File: config.mk
export PLATFORM = sky130hd
export DESIGN_NAME = paddle_position_ctrl
export DESIGN_NICKNAME = d
export VERILOG_FILES = /design/src/rtl/paddle_position_ctrl.sv
export SDC_FILE = /design/constraint.sdc
export NUM_CORES = 1
export LEC_CHECK = 0
export ABC_CLOCK_PERIOD_IN_PS = 3300
export BUFFER_PORTS_ARGS = -buffer_cell sky130_fd_sc_hd__buf_2
export CAP_MARGIN = 20
export CORE_MARGIN = 10
export CORE_UTILIZATION = 50
export DETAILED_ROUTE_END_ITERATION = 8
export GPL_TIMING_DRIVEN = 0
export PLACE_DENSITY = 0.76
export SKIP_LAST_GASP = 1
export SYNTH_ARGS = -nofsm -noshare
export SYNTH_HDL_FRONTEND = slang
export SYNTH_SLANG_ARGS = --single-unit
File: constraint.sdc
create_clock -name clk_sys -period 3.3 [get_ports clk_sys]
set_clock_uncertainty 0.1 [all_clocks]
set_input_delay 0.825 -clock clk_sys [delete_from_list [all_inputs] [get_ports clk_sys]]
set_output_delay 0.825 -clock clk_sys [all_outputs]
set_load 0.01 [all_outputs]
File: src/rtl/paddle_position_ctrl.sv
// Per-player paddle position integrator and PAD_OUT line-count timer.
// Optional hold acceleration is enabled with `define PADDLE_ACCEL_EN.
module paddle_position_ctrl #(
  parameter logic [7:0] CENTER    = 8'd114,
  parameter logic [3:0] STEP_SLOW = 4'd4,
  parameter logic [3:0] STEP_FAST = 4'd8
) (
  input  logic       clk_sys,
  input  logic       reset,
  input  logic       hsync,
  input  logic       vsync,
  input  logic       pad_en_n,
  input  logic       player2,
  input  logic       speed,
  input  logic       p1_left,
  input  logic       p1_right,
  input  logic       p2_left,
  input  logic       p2_right,
  input  logic [1:0] p1_mode,
  input  logic [1:0] p2_mode,
  input  logic [7:0] p1_abs,
  input  logic [7:0] p2_abs,
  output logic       pad_out,
  output logic [7:0] p1_pos,
  output logic [7:0] p2_pos
);

  logic       hsync_q;
  logic       vsync_q;
  logic       hs_rise;
  logic       vs_rise;
  logic [7:0] line_cnt;
  logic [7:0] latched_pos;

  logic       act_left;
  logic       act_right;
  logic [1:0] act_mode;
  logic [7:0] act_abs;
  logic [7:0] act_pos;
  logic [7:0] target;
  logic [4:0] base_step;
  logic [4:0] step;
  logic [8:0] sum_up;
  logic [8:0] sum_dn;
  logic [7:0] next_pos;

  assign hs_rise = hsync & ~hsync_q;
  assign vs_rise = vsync & ~vsync_q;

  assign act_left  = player2 ? p2_left  : p1_left;
  assign act_right = player2 ? p2_right : p1_right;
  assign act_mode  = player2 ? p2_mode  : p1_mode;
  assign act_abs   = player2 ? p2_abs   : p1_abs;
  assign act_pos   = player2 ? p2_pos   : p1_pos;

  assign base_step = speed ? {1'b0, STEP_FAST}
                           : {1'b0, STEP_SLOW};

`ifdef PADDLE_ACCEL_EN
  localparam logic [5:0] ACCEL_FRAMES = 6'd12;

  logic [5:0] hold_cnt;
  logic       hold_dir;
  logic       player2_q;

  assign step = (hold_cnt == ACCEL_FRAMES)
              ? {base_step[3:0], 1'b0}
              : base_step;

  // Counts frames of one held direction; a new direction starts at 1.
  always_ff @(posedge clk_sys) begin
    if (reset) begin
      hold_cnt  <= 6'd0;
      hold_dir  <= 1'b0;
      player2_q <= 1'b0;
    end else begin
      player2_q <= player2;
      if (player2 != player2_q) begin
        hold_cnt <= 6'd0;
      end else if (vs_rise) begin
        if (act_left ^ act_right) begin
          hold_dir <= act_left;
          if (hold_cnt == 6'd0 || hold_dir == act_left) begin
            if (hold_cnt != ACCEL_FRAMES)
              hold_cnt <= hold_cnt + 6'd1;
          end else begin
            hold_cnt <= 6'd1;
          end
        end else begin
          hold_cnt <= 6'd0;
        end
      end
    end
  end
`else
  assign step = base_step;
`endif

  assign sum_up = {1'b0, act_pos} + {4'b0, step};
  assign sum_dn = {1'b0, act_pos} - {4'b0, step};

  always_comb begin
    next_pos = act_pos;
    if (act_left && !act_right)
      next_pos = sum_up[8] ? 8'hFF : sum_up[7:0];
    else if (act_right && !act_left)
      next_pos = sum_dn[8] ? 8'h00 : sum_dn[7:0];
  end

  always_comb begin
    unique case (act_mode)
      2'd0: target = act_pos;
      2'd1: target = act_abs;
      2'd2: target = ~act_abs;
      2'd3: target = CENTER;
    endcase
  end

  always_ff @(posedge clk_sys) begin
    if (reset) begin
      hsync_q     <= 1'b0;
      vsync_q     <= 1'b0;
      p1_pos      <= CENTER;
      p2_pos      <= CENTER;
      line_cnt    <= 8'd0;
      latched_pos <= CENTER;
      pad_out     <= 1'b0;
    end else begin
      hsync_q <= hsync;
      vsync_q <= vsync;
      if (vs_rise) begin
        if (player2) p2_pos <= next_pos;
        else         p1_pos <= next_pos;
      end
      if (!pad_en_n)
        latched_pos <= target;
      if (!pad_en_n)
        line_cnt <= 8'd0;
      else if (hs_rise && line_cnt != 8'hFF)
        line_cnt <= line_cnt + 8'd1;
      pad_out <= (line_cnt < latched_pos);
    end
  end

endmodule

==> flow_metrics.tcl, run 1 <==
set metrics [dict create \
    path_clk_slew_ps 70 \
    syn_avg_cell_area_um2 8.93 \
    dieHeight_um 89.9 \
    detailed_place_hpwl_um 4840 \
    cp.required_ps 3350 \
    ctsHoldBuffers 0 \
    area_growth_pct 22.4 \
    htreeDepth 2 \
    period_minus_slack_ps 3200 \
    end_kind "register" \
    status "completed" \
    slew_violations 0 \
    hold_viol 0 \
    viasPerCell 5.52 \
    die_area_um2 8090 \
    place_area_um2 2770 \
    gp_congestion 0.908 \
    rows 25 \
    syn_inst 274 \
    vias 2213 \
    combPwrFrac 0.237 \
    clockBufferDepth 2 \
    clk_latency_ps 280 \
    io_buffers 46 \
    ys_types 55 \
    hold_path_depth 1 \
    switching_share 0.288 \
    layout-drive-gt1-share 0.302 \
    postRouteAntennaNets 0 \
    peakVddDrop_v 0.000248 \
    rsz0062_at_grt "no" \
    clkSinkCount 35 \
    p_int_mw 0.711 \
    syn_area_um2 2450 \
    layout_commonest_cell "buf_2" \
    antenna_found_initial 0 \
    grt_pass1_wl_um 10600 \
    tightestPinTransition_ps 660 \
    p_seq_frac 0.456 \
    setup.worst_path.start_class "input port" \
    critPathKind "in2reg" \
    fin_util 0.634 \
    grt_pass1_vias 2165 \
    period_share 0.969 \
    synth.net_count 319 \
    wl_um 6460 \
    die_x_um 89.9 \
    finalSetupViolations 0 \
    final_cell_mix "buf_2 (49), dfxtp_1 (35), nor2_1 (31)" \
    p_sw_mw 0.288 \
    post_drt_wl_per_cell_um 16.1 \
    maxSlewHeadroom 0.558 \
    n_antenna_cell 0 \
    setup_tns_ps 0 \
    cts_tree "yes" \
    clockRootBuffer "clkbuf_8" \
    clkPwrFrac 0.307 \
    cts_buffers 5 \
    ios 48 \
    synth_ff_type "dfxtp_1" \
    track_usage 0.154 \
    yosysWarnings 0 \
    powerDensity_nw_per_um2 334 \
    async_flop_share 0 \
    firstDrtPassIters 4 \
    hp-class "reg2reg" \
    drc 0 \
    grt_max_degree 11 \
    cp_max_fo 10 \
    initial_utilization 0.518 \
    drv_cap 0 \
    synth-edff-count 0 \
    final_area_um2 2990 \
    drt_iter0_drc 207 \
    max_freq_mhz 313 \
    synth-seq-cells 35 \
    core_um2 4720 \
    ys_seq_area_frac 0.286 \
    num-nets-final 379 \
    arrival_ps 3250 \
    p_leak_nw 1.33 \
    r2r_slack_ps 810 \
    r2r_cells 7 \
    gr-total-overflow 0 \
]
## metrics by stage
step                instances  hold WS (ps)  power (mW)  setup slack [ps]
finish                    401           371       0.999               104
detailed placement        387           356       0.681              -494
global placement          387           350       0.676              -436
CTS                       394           373       0.994              7.96
global route              401           399        1.05              9.34
floorplan                 274           339       0.615              18.5
## registers in the layout, indices dropped and copies added (netlist names)
| register | cells |
|---|---|
| hsync_q | 1 |
| latched_pos | 8 |
| line_cnt | 8 |
| p1_pos | 8 |
| p2_pos | 8 |
| pad_out | 1 |
| vsync_q | 1 |
## cell usage after synthesis, types with 3 or more instances
cell type | instances | share of area
dfxtp_1 | 35 | 0.29
nor2_1 | 34 | 0.052
mux2i_1 | 26 | 0.11
a21oi_1 | 19 | 0.039
inv_1 | 16 | 0.025
nand2_1 | 13 | 0.020
ha_1 | 12 | 0.061
nor3_1 | 11 | 0.023
xor2_1 | 7 | 0.025
a211o_1 | 5 | 0.018
a211oi_1 | 5 | 0.015
a31oi_1 | 5 | 0.013
a311oi_1 | 4 | 0.014
clkbuf_1 | 4 | 0.0061
nand4_1 | 4 | 0.010
and3_1 | 3 | 0.0077
buf_2 | 3 | 0.0061
buf_6 | 3 | 0.014
mux2i_2 | 3 | 0.017
nand2b_1 | 3 | 0.0077
nor2b_1 | 3 | 0.0077
nor3_2 | 3 | 0.012
xnor2_1 | 3 | 0.011
## critical path, cell delays in order
cell     delay (ps)
buf_2           130
buf_12          110
buf_12          130
buf_12          120
mux2i_4         240
ha_1            170
inv_1            60
fa_2            450
nor4b_4         350
nor2_2          100
or3_4           380
nor2_4          120
nor3_1           60
## final timing paths
check	startpoint	to
hold reg to reg	latched_pos[1]	latched_pos[1]
setup reg to reg	p2_pos[3]	p2_pos[0]
hold / removal	latched_pos[1]	latched_pos[1]
setup / recovery	player2	p2_pos[0]
## kinds of logic after synthesis
family,Yosys count,share of synthesized area
mux,35,0.154
compound gates,57,0.173
fa+ha+maj,14,0.0777
xor+xnor,10,0.0358
buf+inv,29,0.0619
simple gates,94,0.211
flops,35,0.286
## power by group through the flow
stage | clock, mW | combinational (mW) | sequential, mW
after floorplan | 0 | 0.152 | 0.464
after global placement | 0 | 0.212 | 0.463
after detailed placement | 0 | 0.217 | 0.464
after CTS | 0.315 | 0.223 | 0.456
after global routing | 0.332 | 0.261 | 0.457
final | 0.306 | 0.237 | 0.456
## timing repair
action | in CTS | in global routing
gates cloned | 0 | 0
pin swaps | 0 | 6
setup buffers | 0 | 7
endpoints found under the setup margin | 10 | 10
gates resized for setup | 6 | 11
## layer usage
| layer | routed length [µm] | share of wire | GRT usage | vias up |
|---|---|---|---|---|
| met1 | 3100 | 0.48 | 0.196 | 1023 |
| li1 | - | - | - | 1112 |
| met3 | 340 | 0.053 | 0.0382 | 11 |
| met5 | 0 | 0 | 0 | - |
| met2 | 2900 | 0.45 | 0.245 | 67 |
| met4 | 123 | 0.019 | 0.0584 | 0 |
## area by class of cell
class	instances	area, µm²
Timing Repair Buffer	53	283
Sequential cell	35	701
Inverter	16	60.1
Multi-Input combinational cell	210	1670
Tap cell	67	83.8
Clock buffer	6	82.6
Buffer	13	109
Clock inverter	1	5.00
Fill cell	416	1730
Power figures use the tool's default switching activity.
==> run 2, diff against run 1 <==
CORE_UTILIZATION = 45   (was 50)
PLACE_DENSITY = 0.7   (was 0.76)
==> run 2 against run 1 <==
Against the previous run: maximum frequency rose by 0.94%; core utilization decreased by 6.3 points; flip-flop and latch count unchanged; sequential power hardly changed; combinational power fell by 4%; total power up 14%; worst hold slack improved by 4.4 ps; sequential share of layout area grew 0.16 points; count of clock-buffer cells in the layout unchanged; critical path type unchanged.
==> flow_metrics.tcl, run 2 (synthesis gave the netlist of run 1 again) <==
set metrics [dict create \
    ios 48 \
    rsz0062_at_grt "no" \
    status "completed" \
    rows 26 \
    end_kind "register" \
    area_growth_pct 21.6 \
    period_minus_slack_ps 3170 \
    cts_tree "yes" \
    p_int_mw 0.843 \
    p_seq_frac 0.401 \
    htreeDepth 2 \
    track_usage 0.151 \
    wl_um 6470 \
    cp.required_ps 3370 \
    drv_cap 0 \
    detailed_place_hpwl_um 4920 \
    fin_util 0.571 \
    gr-total-overflow 0 \
    hold_viol 0 \
    cts_buffers 5 \
    layout_commonest_cell "buf_2" \
    clockRootBuffer "clkbuf_8" \
    max_freq_mhz 316 \
    post_drt_wl_per_cell_um 16.1 \
    setup.worst_path.start_class "input port" \
    num-nets-final 375 \
    final_cell_mix "buf_2 (49), dfxtp_1 (35), nor2_1 (32)" \
    clkSinkCount 35 \
    hold_path_depth 1 \
    grt_max_degree 20 \
    grt_pass1_vias 2185 \
    stdcell_count 401 \
    clockBufferDepth 2 \
    slew_violations 0 \
    powerDensity_nw_per_um2 382 \
    layout-drive-gt1-share 0.284 \
    io_buffers 46 \
    drt_iter0_drc 103 \
    vias 2178 \
    tightestPinTransition_ps 674 \
    core_um2 5200 \
    r2r_slack_ps 830 \
    grt_pass1_wl_um 10900 \
    postRouteAntennaNets 0 \
    power.total_mw 1.14 \
    setup_ws_ps 133 \
    min_to "latched_pos[1]" \
    arrival_ps 3240 \
    viasPerCell 5.43 \
    clkPwrFrac 0.399 \
    switching_share 0.259 \
    peakVddDrop_v 0.000228 \
    dieHeight_um 93.7 \
    clk_latency_ps 290 \
    setup_tns_ps 0 \
    maxSlewHeadroom 0.549 \
    final_area_um2 2970 \
    place_area_um2 2770 \
    path_clk_slew_ps 70 \
    die_x_um 93.7 \
    p_leak_nw 1.32 \
    r2r_cells 7 \
    die_area_um2 8780 \
    r2r-end "p2_pos[1]" \
    ctsHoldBuffers 0 \
    gp_congestion 0.862 \
    antenna_found_initial 0 \
    hp-class "reg2reg" \
    drc 0 \
    finalSetupViolations 0 \
    period_share 0.960 \
    timing.rr.start "p2_pos[3]" \
    whs_ps 376 \
    min_from "latched_pos[1]" \
    n_antenna_cell 0 \
    combPwrFrac 0.200 \
    firstDrtPassIters 4 \
    dp_slack_ps -503 \
    initial_utilization 0.470 \
    critPathKind "in2reg" \
    p_sw_mw 0.294 \
    cp_max_fo 11 \
    fillers 477 \
    dp_cells 390 \
]
-- run 2: cell types whose count changed in the layout (fill, tap and decap cells not counted) --
cell,change
bufinv_16,+2
nor2_2,+1
or3_1,+1
nor2_1,+1
clkbuf_1,+1
or3_4,-1
buf_8,+1
a21oi_1,+1
clkbuf_8,-1
clkinv_2,-1
buf_4,-3
a21oi_2,-1
buf_12,-2
nor2_4,-2
-- run 2: worst max path at each step --
stage / cells past startpoint / endpoint / from
2_1_floorplan: 13 / p1_pos[2] / player2
3_3_place_gp: 14 / p1_pos[2] / player2
3_5_place_dp: 14 / p1_pos[2] / player2
4_1_cts: 12 / p1_pos[0] / player2
5_1_grt: 12 / p2_pos[0] / player2
6_report: 12 / p2_pos[1] / player2
-- run 2: cell type report --
type | count | area (µm²) | share of cell area
plain buffers | 12 | 83.8 | 0.0282
inverters | 16 | 60.1 | 0.0202
clock inverters | 2 | 60.1 | 0.0202
repair buffers | 50 | 260 | 0.0875
flip-flops and latches | 35 | 701 | 0.236
clock buffers | 6 | 72.6 | 0.0244
well taps | 70 | 87.6 | 0.0294
multi-input cells | 210 | 1650 | 0.554
-- run 2: layer usage --
metal	routed length, µm	vias to the layer above	part of all wire	global-route usage
li1	-	1103	-	-
met5	0	-	0	0
met4	71	0	0.011	0.0443
met1	3010	997	0.46	0.195
met2	2880	69	0.45	0.237
met3	509	9	0.079	0.0456
-- run 2: critical path: stages --
cell	delay [ps]
buf_2	130
buf_8	170
buf_12	150
mux2i_4	260
ha_1	180
inv_1	70
fa_2	450
nor4b_4	280
nor2_1	110
or3_1	390
nor2_2	160
o21bai_1	80
-- run 2: what timing repair did --
item / in CTS / in global routing
gates resized for setup: 8 / 1
pin swaps: 1 / 0
setup buffers: 1 / 3
endpoints found under the setup margin: 10 / 9
-- run 2: power by group through the flow --
stage,registers [mW],clock network (mW),logic [mW]
floorplan,0.464,0,0.152
global placement,0.464,0,0.214
detailed placement,0.464,0,0.218
CTS,0.456,0.461,0.224
global route,0.458,0.477,0.253
finish,0.456,0.454,0.227
